File: config.mk
export PLATFORM = sky130hd
export DESIGN_NAME = mac_accumulate_stage
export DESIGN_NICKNAME = d
export VERILOG_FILES = /design/src/rtl/mac_pkg.sv /design/src/rtl/prefix_add_acc.sv /design/src/rtl/mac_accumulate_stage.sv
export SDC_FILE = /design/constraint.sdc
export NUM_CORES = 1
export LEC_CHECK = 0
export CELL_PAD_IN_SITES_DETAIL_PLACEMENT = 1
export CELL_PAD_IN_SITES_GLOBAL_PLACEMENT = 1
export CORE_MARGIN = 4
export CORE_UTILIZATION = 30
export DETAILED_ROUTE_END_ITERATION = 6
export PLACE_DENSITY = 0.65
export SLEW_MARGIN = 10
export SYNTH_ARGS = -nofsm -noshare
export SYNTH_HDL_FRONTEND = slang
export SYNTH_SLANG_ARGS = --single-unit
File: constraint.sdc
create_clock -name clk -period 3.8 [get_ports clk]
set_input_delay 0.38 -clock clk [delete_from_list [all_inputs] [get_ports clk]]
set_output_delay 0.38 -clock clk [all_outputs]
set_load 0.05 [all_outputs]
File: src/rtl/mac_pkg.sv
// Shared definitions for the MAC accumulate back end: default widths,
// FSM state encoding, saturation limits and the prefix-adder combine cell.
package mac_pkg;

  localparam int PROD_W_DEF = 32;
  localparam int ACC_W_DEF  = 40;
  localparam int CNT_W_DEF  = 8;

  typedef enum logic [1:0] {
    IDLE  = 2'd0,
    ACCUM = 2'd1,
    HOLD  = 2'd2
  } mac_state_e;

  localparam logic [ACC_W_DEF-1:0] ACC_MAX = {1'b0, {(ACC_W_DEF-1){1'b1}}};
  localparam logic [ACC_W_DEF-1:0] ACC_MIN = {1'b1, {(ACC_W_DEF-1){1'b0}}};

  // Group generate/propagate cell: returns {G, P} of the merged span.
  function automatic logic [1:0] gp_combine(input logic g_hi, input logic p_hi,
                                            input logic g_lo, input logic p_lo);
    return {g_hi | (p_hi & g_lo), p_hi & p_lo};
  endfunction

endpackage

File: src/rtl/prefix_add_acc.sv
// Combinational Kogge-Stone adder with zero carry-in; exposes the carry into
// the MSB and the carry out so the caller can detect signed overflow.
module prefix_add_acc
  import mac_pkg::*;
#(
  parameter int W = ACC_W_DEF
) (
  input  logic [W-1:0] a_i,
  input  logic [W-1:0] b_i,
  output logic [W-1:0] sum_o,
  output logic         c_msb_o,
  output logic         c_out_o
);

  localparam int LVL = $clog2(W);

  genvar l;
  generate
    for (l = 0; l <= LVL; l++) begin : g_lvl
      logic [W-1:0] g;
      logic [W-1:0] p;
      if (l == 0) begin : g_base
        assign g = a_i & b_i;
        assign p = a_i ^ b_i;
      end else begin : g_comb
        localparam int D = 1 << (l - 1);
        // One prefix level: merge each bit's span with the span D bits below.
        always_comb begin
          g = '0;
          p = '0;
          for (int i = 0; i < W; i++) begin
            if (i >= D) begin
              {g[i], p[i]} = gp_combine(g_lvl[l-1].g[i], g_lvl[l-1].p[i],
                                        g_lvl[l-1].g[i-D], g_lvl[l-1].p[i-D]);
            end else begin
              g[i] = g_lvl[l-1].g[i];
              p[i] = g_lvl[l-1].p[i];
            end
          end
        end
      end
    end
  endgenerate

  // With cin = 0 the group generate of bits [i:0] is the carry into bit i+1.
  assign sum_o   = g_lvl[0].p ^ {g_lvl[LVL].g[W-2:0], 1'b0};
  assign c_msb_o = g_lvl[LVL].g[W-2];
  assign c_out_o = g_lvl[LVL].g[W-1];

endmodule

File: src/rtl/mac_accumulate_stage.sv
// Frame accumulator: sums signed products into a guarded accumulator and
// hands each frame total downstream over a valid/ready handshake.
module mac_accumulate_stage
  import mac_pkg::*;
#(
  parameter int PROD_W = PROD_W_DEF,
  parameter int ACC_W  = ACC_W_DEF,
  parameter int CNT_W  = CNT_W_DEF,
  parameter bit SAT_EN = 1'b1
) (
  input  logic              clk,
  input  logic              rst,
  input  logic              in_valid,
  output logic              in_ready,
  input  logic [PROD_W-1:0] in_data,
  input  logic              in_last,
  input  logic              acc_clear,
  output logic              out_valid,
  input  logic              out_ready,
  output logic [ACC_W-1:0]  out_data,
  output logic [CNT_W-1:0]  out_count,
  output logic              out_ovf
);

  localparam logic [ACC_W-1:0] SAT_MAX = {1'b0, {(ACC_W-1){1'b1}}};
  localparam logic [ACC_W-1:0] SAT_MIN = {1'b1, {(ACC_W-1){1'b0}}};
  localparam logic [CNT_W-1:0] CNT_MAX = {CNT_W{1'b1}};

  mac_state_e       state_q, state_d;
  logic [ACC_W-1:0] acc_q, acc_d;
  logic [CNT_W-1:0] cnt_q, cnt_d;
  logic             ovf_q, ovf_d;
  logic             in_ready_q;
  logic             out_valid_q, out_valid_d;
  logic [ACC_W-1:0] out_data_q, out_data_d;
  logic [CNT_W-1:0] out_count_q, out_count_d;
  logic             out_ovf_q, out_ovf_d;

  logic             hs_s;
  logic [ACC_W-1:0] base_acc_s;
  logic [CNT_W-1:0] base_cnt_s;
  logic             base_ovf_s;
  logic [ACC_W-1:0] addend_s;
  logic [ACC_W-1:0] sum_s;
  logic             c_msb_s;
  logic             c_out_s;
  logic             add_ovf_s;
  logic [ACC_W-1:0] next_acc_s;
  logic [CNT_W-1:0] next_cnt_s;

  assign hs_s     = in_valid & in_ready_q;
  assign addend_s = {{(ACC_W-PROD_W){in_data[PROD_W-1]}}, in_data};

  // A clear arriving with a product zeroes the frame before the product is added.
  always_comb begin
    base_acc_s = acc_q;
    base_cnt_s = cnt_q;
    base_ovf_s = ovf_q;
    if (acc_clear) begin
      base_acc_s = '0;
      base_cnt_s = '0;
      base_ovf_s = 1'b0;
    end else begin
      base_acc_s = acc_q;
      base_cnt_s = cnt_q;
      base_ovf_s = ovf_q;
    end
  end

  prefix_add_acc #(.W(ACC_W)) u_add (
    .a_i     (base_acc_s),
    .b_i     (addend_s),
    .sum_o   (sum_s),
    .c_msb_o (c_msb_s),
    .c_out_o (c_out_s)
  );

  assign add_ovf_s = c_msb_s ^ c_out_s;

  // On overflow both operands share a sign, so the accumulator sign picks the rail.
  always_comb begin
    next_acc_s = sum_s;
    if (add_ovf_s && SAT_EN) begin
      next_acc_s = base_acc_s[ACC_W-1] ? SAT_MIN : SAT_MAX;
    end else begin
      next_acc_s = sum_s;
    end
  end

  // Term counter that sticks at its maximum.
  always_comb begin
    next_cnt_s = base_cnt_s;
    if (base_cnt_s == CNT_MAX) begin
      next_cnt_s = CNT_MAX;
    end else begin
      next_cnt_s = base_cnt_s + {{(CNT_W-1){1'b0}}, 1'b1};
    end
  end

  // FSM next state together with accumulator and result register updates.
  always_comb begin
    state_d     = state_q;
    acc_d       = acc_q;
    cnt_d       = cnt_q;
    ovf_d       = ovf_q;
    out_valid_d = out_valid_q;
    out_data_d  = out_data_q;
    out_count_d = out_count_q;
    out_ovf_d   = out_ovf_q;
    case (state_q)
      IDLE: begin
        state_d = ACCUM;
      end
      ACCUM: begin
        if (hs_s) begin
          acc_d = next_acc_s;
          cnt_d = next_cnt_s;
          ovf_d = base_ovf_s | add_ovf_s;
          if (in_last) begin
            state_d     = HOLD;
            out_valid_d = 1'b1;
            out_data_d  = next_acc_s;
            out_count_d = next_cnt_s;
            out_ovf_d   = base_ovf_s | add_ovf_s;
          end else begin
            state_d = ACCUM;
          end
        end else if (acc_clear) begin
          acc_d = '0;
          cnt_d = '0;
          ovf_d = 1'b0;
        end else begin
          state_d = ACCUM;
        end
      end
      HOLD: begin
        if (out_valid_q && out_ready) begin
          out_valid_d = 1'b0;
          acc_d       = '0;
          cnt_d       = '0;
          ovf_d       = 1'b0;
          state_d     = ACCUM;
        end else begin
          state_d = HOLD;
        end
      end
      default: begin
        state_d = IDLE;
      end
    endcase
  end

  // State, accumulator and output registers with synchronous reset.
  always_ff @(posedge clk) begin
    if (rst) begin
      state_q     <= IDLE;
      acc_q       <= '0;
      cnt_q       <= '0;
      ovf_q       <= 1'b0;
      in_ready_q  <= 1'b0;
      out_valid_q <= 1'b0;
      out_data_q  <= '0;
      out_count_q <= '0;
      out_ovf_q   <= 1'b0;
    end else begin
      state_q     <= state_d;
      acc_q       <= acc_d;
      cnt_q       <= cnt_d;
      ovf_q       <= ovf_d;
      in_ready_q  <= (state_d == ACCUM);
      out_valid_q <= out_valid_d;
      out_data_q  <= out_data_d;
      out_count_q <= out_count_d;
      out_ovf_q   <= out_ovf_d;
    end
  end

  assign in_ready  = in_ready_q;
  assign out_valid = out_valid_q;
  assign out_data  = out_data_q;
  assign out_count = out_count_q;
  assign out_ovf   = out_ovf_q;

endmodule

==> results of run 1 <==
routing by layer:
| metal | wire (µm) | vias to the layer above | GRT usage, % |
|---|---|---|---|
| li1 | - | 3389 | - |
| met1 | 11100 | 3233 | 25.9 |
| met2 | 11200 | 108 | 32.3 |
| met3 | 762 | 20 | 2.57 |
| met4 | 369 | 0 | 4.79 |
| met5 | 0 | - | 0 |
logic make-up after synthesis:
| kind of cell | count (synthesis) | synth area share (%) |
|---|---|---|
| simple gates | 319 | 22.3 |
| compound gates | 255 | 24.9 |
| flops | 102 | 30.3 |
| buf+inv | 68 | 4.12 |
| fa+ha+maj | 42 | 7.90 |
| xor+xnor | 40 | 5.42 |
| mux | 34 | 5.05 |
state kept, by name, indices dropped and copies added (netlist names):
name,count
acc_q,40
cnt_q,8
in_ready,1
out_count,8
out_data,40
out_ovf,1
out_valid,1
ovf_q,1
state_q,2
final cells by class:
cell class                 instances  area (µm²)  share of cell area [%]
clock buffer                      11         243                    2.72
clock inverter                     5        57.6                   0.646
inverter                          13        48.8                   0.548
multi-input combinational        690        4440                    49.8
sequential                       102        2040                    22.9
tap                              280         350                    3.93
timing repair buffer             194        1730                    19.4
power groups by stage:
stage                     Combinational (mW)  Sequential, mW  Clock [mW]
after floorplan                        0.312            1.21           0
after global placement                 0.641            1.15           0
after detailed placement               0.645            1.15           0
after CTS                              0.650            1.12        1.02
after global routing                   0.703            1.13        1.07
final                                  0.644            1.12       0.983
Yosys cell counts, types with 7 or more instances:
| cell | count | area share (%) |
|---|---|---|
| a31oi_1 | 7 | 0.65 |
| inv_1 | 13 | 0.72 |
| xnor2_1 | 20 | 2.6 |
| a311oi_1 | 9 | 1.2 |
| nand2_1 | 90 | 5.0 |
| xor2_1 | 18 | 2.3 |
| a21oi_1 | 58 | 4.3 |
| o21bai_1 | 8 | 0.89 |
| o31ai_1 | 15 | 1.7 |
| a21o_1 | 13 | 1.4 |
| nor3_1 | 20 | 1.5 |
| ha_1 | 41 | 7.6 |
| a211oi_1 | 38 | 4.2 |
| o21ai_0 | 28 | 2.1 |
| dfxtp_1 | 102 | 30 |
| and3_1 | 7 | 0.65 |
| clkbuf_1 | 40 | 2.2 |
| nor2_1 | 99 | 5.5 |
| nand4_1 | 12 | 1.1 |
| mux2i_1 | 34 | 5.0 |
| o21ai_1 | 37 | 2.7 |
| buf_2 | 9 | 0.67 |
| nand3_1 | 14 | 1.0 |
| nor2b_1 | 52 | 4.8 |
worst max-delay path, cell delays in order:
cell	delay, ns
clkdlybuf4s50_1	0.43
ha_1	0.24
fa_1	0.42
a211o_1	0.30
a211oi_2	0.28
nor3_2	0.09
o211ai_1	0.18
and3b_1	0.27
o31ai_4	0.12
xnor2_4	0.43
buf_4	0.26
mux2i_1	0.24
a211oi_1	0.10
final timing paths:
kind                  endpoint  cells past startpoint  slack, ns       start
setup / recovery  out_data[36]                     13       0.26  in_data[0]
setup reg to reg  out_data[36]                     13       0.30    acc_q[0]
hold / removal        acc_q[3]                      2       0.44    acc_q[3]
hold reg to reg       acc_q[3]                      2       0.44    acc_q[3]
==> summary.md, run 1 <==
| Metric | Value |
|---|---|
| Core ar. | 22000 µm² |
| Setup Fix Bufs, Post-CTS | 0 |
| Antenna violations before repair | 0 |
| Pint | 1.90 mW |
| Placer Congestion | 0.873 |
| Setup Crit Path Kind | input port to register |
| Pin count of the biggest net entering global routing | 71 |
| Final Util | 40.6% |
| VDD IR max | 221 µV |
| Clk pwr share | 35.7% |
| # resized after CTS | 0 |
| Dpl hpwl | 17.8 mm |
| Post-route setup slack | 0.259 ns |
| Endpoints failing setup | 0 |
| Max-cap violations | 0 |
| Die Area | 24900 µm² |
| # IOs | 89 |
| Port Buffer Count | 88 |
| Critical path required time | 4.00 ns |
| Pwr Density | 309 nW/µm² |
| # fillers | 2659 |
| Synth Net Count | 940 |
| Worst-path clk slew | 0.07 ns |
| RSZ-0062 raised after global routing | no |
| Iter 0 DRT Violations | 320 |
| Flops & latches, synth | 102 |
| Area delta synth->final | 32.1% |
| DR DRC count | 0 |
| Nets | 1090 |
| Number of synthesized flops with an enable pin | 0 |
| Overflow after GRT | 0 |
| Switching pwr | 0.848 mW |
| Clk_lat worst skew | 0.36 ns |
| Layout cells sized above 1 | 13.6% |
| Hold buffer count at CTS | 0 |
| Worst slack, placed | -0.141 ns |
| Hold Slack | 0.444 ns |
| Cell variety after synth | 67 |
| Detail-routed via count per cell | 5.21 |
| Die Wd | 158 µm |
| Sw Share | 30.8% |
| Skew final | 0.00858 ns |
| Final Non-Filler Cells | 1295 |
| Avg WL per Cell | 18.1 µm |
| Crit path capture type | register |
| First-pass GRT wire length | 38.2 mm |
| Starting Density | 30.7% |
| Row count | 54 |
| Top_reg_cell synth | dfxtp_1 |
| Slew @ Worst Pin | 0.917 ns |
| Status | completed |
| CP startpoint kind | input port |
| Total of warnings raised by yosys | 0 |
| Num CTS Buffers | 9 |
| Via Count | 6750 |
| Rel. slew slack | 38.9% |
| H-tree depth | 3 |
| Die Ht | 158 µm |
| Min cycle time layout | 3.54 ns |
| Post-Synthesis Cells | 860 |
| Count of final hold-check violations | 0 |
| Sequential Power Share | 40.9% |
| CP arrival | 3.74 ns |
| Mapped Area | 6750 µm² |
| Commonest cells after routing, fill and taps aside | dfxtp_1, buf_4, nor2_1, nand2_1, clkdlybuf4s50_1 |
| Most common cell after layout, fill and taps aside | dfxtp_1 |
| WL final | 23.4 mm |
| Clock Sinks | 102 |
| Post-route ant nets | 0 |
| # diodes | 0 |
| Logic pwr share | 23.4% |
| Async set-reset flop share out of synthesis | 0% |
| Placed standard-cell area | 8610 µm² |
| Sequential share of the synthesized area | 30.3% |
| Gr usage total | 19.1% |
| First-pass DRT Iterations | 4 |
| Period utilisation layout | 93.2% |
| Vias in the first global route | 7040 |
| Max Fanout on Critical Path | 10 |
| Clock buffer depth | 2 |
| Final Cell Area | 8910 µm² |
| Setup TNS | 0 ns |
| Tot Pwr | 2.75 mW |
| Root Buffer | clkbuf_16 |
| Slew Limit Fails | 0 |
| Placed cells | 1279 |
| Lkg Pwr | 3.70 nW |
| Max Freq | 282 MHz |
| TritonCTS clock tree | built |
| Hold Path Class | register to register |
| Synthesized area per cell | 7.84 µm² |
(Power assumes the default switching activity.)
==> run 2, diff against run 1 <==
CAP_MARGIN = 30   (was default)
SKIP_CTS_REPAIR_TIMING = 1   (was default)
==> results of run 2 <==
Final layout, timing and power as in run 1 (identical DEF).
==> run 3, diff against run 2 <==
CORE_MARGIN = 3   (was 4)
==> run 3 against run 2 <==
Combinational power is 2% lower. Critical path type unchanged. Sequential share of layout area is 0.27 points higher. Largest cell class unchanged. Worst hold slack better by 0.0035 ns. Die area is 2.5% lower.
==> summary.md, run 3 (synthesis results as in run 1) <==
| Metric | Value |
|---|---|
| Vias in the first global route | 7101 (+0.87%) |
| Num CTS Buffers | 9 (unchanged) |
| Root Buffer | clkbuf_16 |
| First-pass GRT wire length | 38.1 mm (-0.13%) |
| Final Non-Filler Cells | 1280 (-1.2%) |
| Rel. slew slack | 47.4% (+8.5 points) |
| Nets | 1075 (-1.4%) |
| FF-to-FF setup slack | 0.37 ns (+0.07 ns) |
| Via Count | 6740 (-0.15%) |
| Die Wd | 156 µm (-1.3%) |
| Max Freq | 290 MHz (+2.6%) |
| Setup Crit Path Kind | input port to register |
| Placer Congestion | 0.885 (+1.4%) |
| RSZ-0062 raised after global routing | no |
| Endpoints failing setup | 0 (unchanged) |
| Critical path required time | 4.03 ns (+0.03 ns) |
| Antenna violations before repair | 0 (unchanged) |
| Reg2reg end | acc_q[39] |
| Reg-to-reg startpoint | acc_q[0] |
| Count of final hold-check violations | 0 (unchanged) |
| Post-route ant nets | 0 (unchanged) |
| Commonest cells after routing, fill and taps aside | dfxtp_1, nor2_1, nand2_1, clkdlybuf4s50_1, buf_4 |
| Starting Density | 30.7% (unchanged) |
| Clock Sinks | 102 (unchanged) |
| WL final | 23.2 mm (-0.88%) |
| Critical path's largest stage delay | 0.44 ns (about the same) |
| Row count | 54 (unchanged) |
| Crit-path cells | clkdlybuf4s50_1 > ha_1 > fa_1 > a211o_1 > a211oi_2 > nor3_2 > o211ai_1 > and3b_1 > o31ai_4 > buf_4 > or2_2 > o311ai_0 > o21ai_0 |
| Area delta synth->final | 30.6% |
| Hold Slack | 0.447 ns (+0.00352 ns) |
| Overflow after GRT | 0 (unchanged) |
| Most common cell after layout, fill and taps aside | dfxtp_1 |
| Gr usage total | 19.5% (+0.40 points) |
| Port Buffer Count | 88 (unchanged) |
| Die Ht | 156 µm (-1.3%) |
| Clock buffer depth | 2 (unchanged) |
| Status | completed |
| Avg WL per Cell | 18.1 µm (+0.28%) |
| Die Area | 24300 µm² (-2.5%) |
| Slew Limit Fails | 0 (unchanged) |
| Pwr Density | 314 nW/µm² (+1.7%) |
| Placed cells | 1264 (-1.2%) |
| TritonCTS clock tree | built |
| Worst path slowest cell | clkdlybuf4s50_1 |
| Worst-case reg-to-reg path depth | 13 (unchanged) |
| CP Launch Point | in_data[0] |
| Detail-routed via count per cell | 5.27 (+1.0%) |
| DR DRC count | 0 (unchanged) |
| Period utilisation layout | 90.9% (-2.3 points) |
| H-tree depth | 3 (unchanged) |
| Slew @ Worst Pin | 0.789 ns (-0.128 ns) |
| Dpl hpwl | 17.6 mm (-1.0%) |
| Max Fanout on Critical Path | 6 (-4) |
| Lkg Pwr | 3.62 nW (-1.9%) |
| Critical Path Sink | acc_q[39] |
| # diodes | 0 (unchanged) |
| Min cycle time layout | 3.45 ns (-0.0886 ns) |
| Iter 0 DRT Violations | 315 (-1.6%) |
| Pin count of the biggest net entering global routing | 44 (-38%) |
| First-pass DRT Iterations | 4 (unchanged) |
| Crit path capture type | register |
| Skew final | 0.0111 ns (+0.00247 ns) |
| Setup TNS | 0 ns (unchanged) |
| Max-cap violations | 0 (unchanged) |
| Hold Path Class | register to register |
| CP arrival | 3.69 ns (-0.05 ns) |
| Worst-path clk slew | 0.08 ns (about the same) |
| # IOs | 89 (unchanged) |
| CP startpoint kind | input port |
| Core ar. | 22000 µm² (unchanged) |
| VDD IR max | 220 µV (-0.66%) |
| Layout cells sized above 1 | 12.3% (-1.3 points) |
| Clk_lat worst skew | 0.37 ns (about the same) |
-- run 3: cell count changes in the layout (fill, tap and decap cells not counted), sizes merged --
cell	before	now
inv	14	16
clkinv	3	1
buf	108	93
-- run 3: worst min-delay path by stage --
| stage | startpoint | end | slack [ns] | cells after the start |
|---|---|---|---|---|
| 4_1_cts | acc_q[21] | acc_q[21] | 0.45 | 2 |
| 3_3_place_gp | acc_q[35] | acc_q[35] | 0.43 | 2 |
| 5_1_grt | acc_q[36] | acc_q[36] | 0.46 | 2 |
| 3_5_place_dp | acc_q[26] | acc_q[26] | 0.43 | 2 |
| 2_1_floorplan | acc_q[16] | acc_q[16] | 0.42 | 2 |
| 6_report | acc_q[29] | acc_q[29] | 0.45 | 2 |
-- run 3: critical path, delay by kind of cell --
kind,cells,cell delay (ns)
buffers and inverters,2,0.62
AND/OR/NAND/NOR,3,0.66
AO/OA/AOI/OAI,6,1.37
adder cells (fa/ha/maj),2,0.66
-- run 3: layout make-up --
class | instances | area (µm²)
Multi-Input combinational cell | 690 | 4440
Timing Repair Buffer | 179 | 1620
Fill cell | 2659 | 13200
Tap cell | 280 | 350
Clock buffer | 11 | 243
Inverter | 13 | 48.8
Clock inverter | 5 | 65.1
Sequential cell | 102 | 2040
-- run 3: through the flow --
stage / area, µm² / util (%) / setup WS, ns / power (mW)
finish: 8810 / 40.1 / 0.347 / 2.77
global route: 8810 / 40.1 / 0.130 / 2.89
CTS: 8810 / 40.1 / 0.340 / 2.79
detailed placement: 8500 / 38.7 / -0.0259 / 1.78
global placement: 8500 / 38.7 / 0.114 / 1.78
floorplan: 6750 / - / 0.0200 / 1.52
-- run 3: per-layer routing --
metal	track usage, %	vias up	part of all wire [%]
li1	-	3370	-
met1	25.6	3216	47
met2	33.1	119	47
met3	2.50	35	3.2
met4	6.90	0	2.5
met5	0	-	0
-- run 3: power breakdown --
part | switching (mW) | total [mW] | internal (mW)
registers | 0.0204 | 1.12 | 1.10
logic | 0.373 | 0.632 | 0.258
clock network | 0.470 | 1.01 | 0.539
total | 0.863 | 2.77 | 1.90
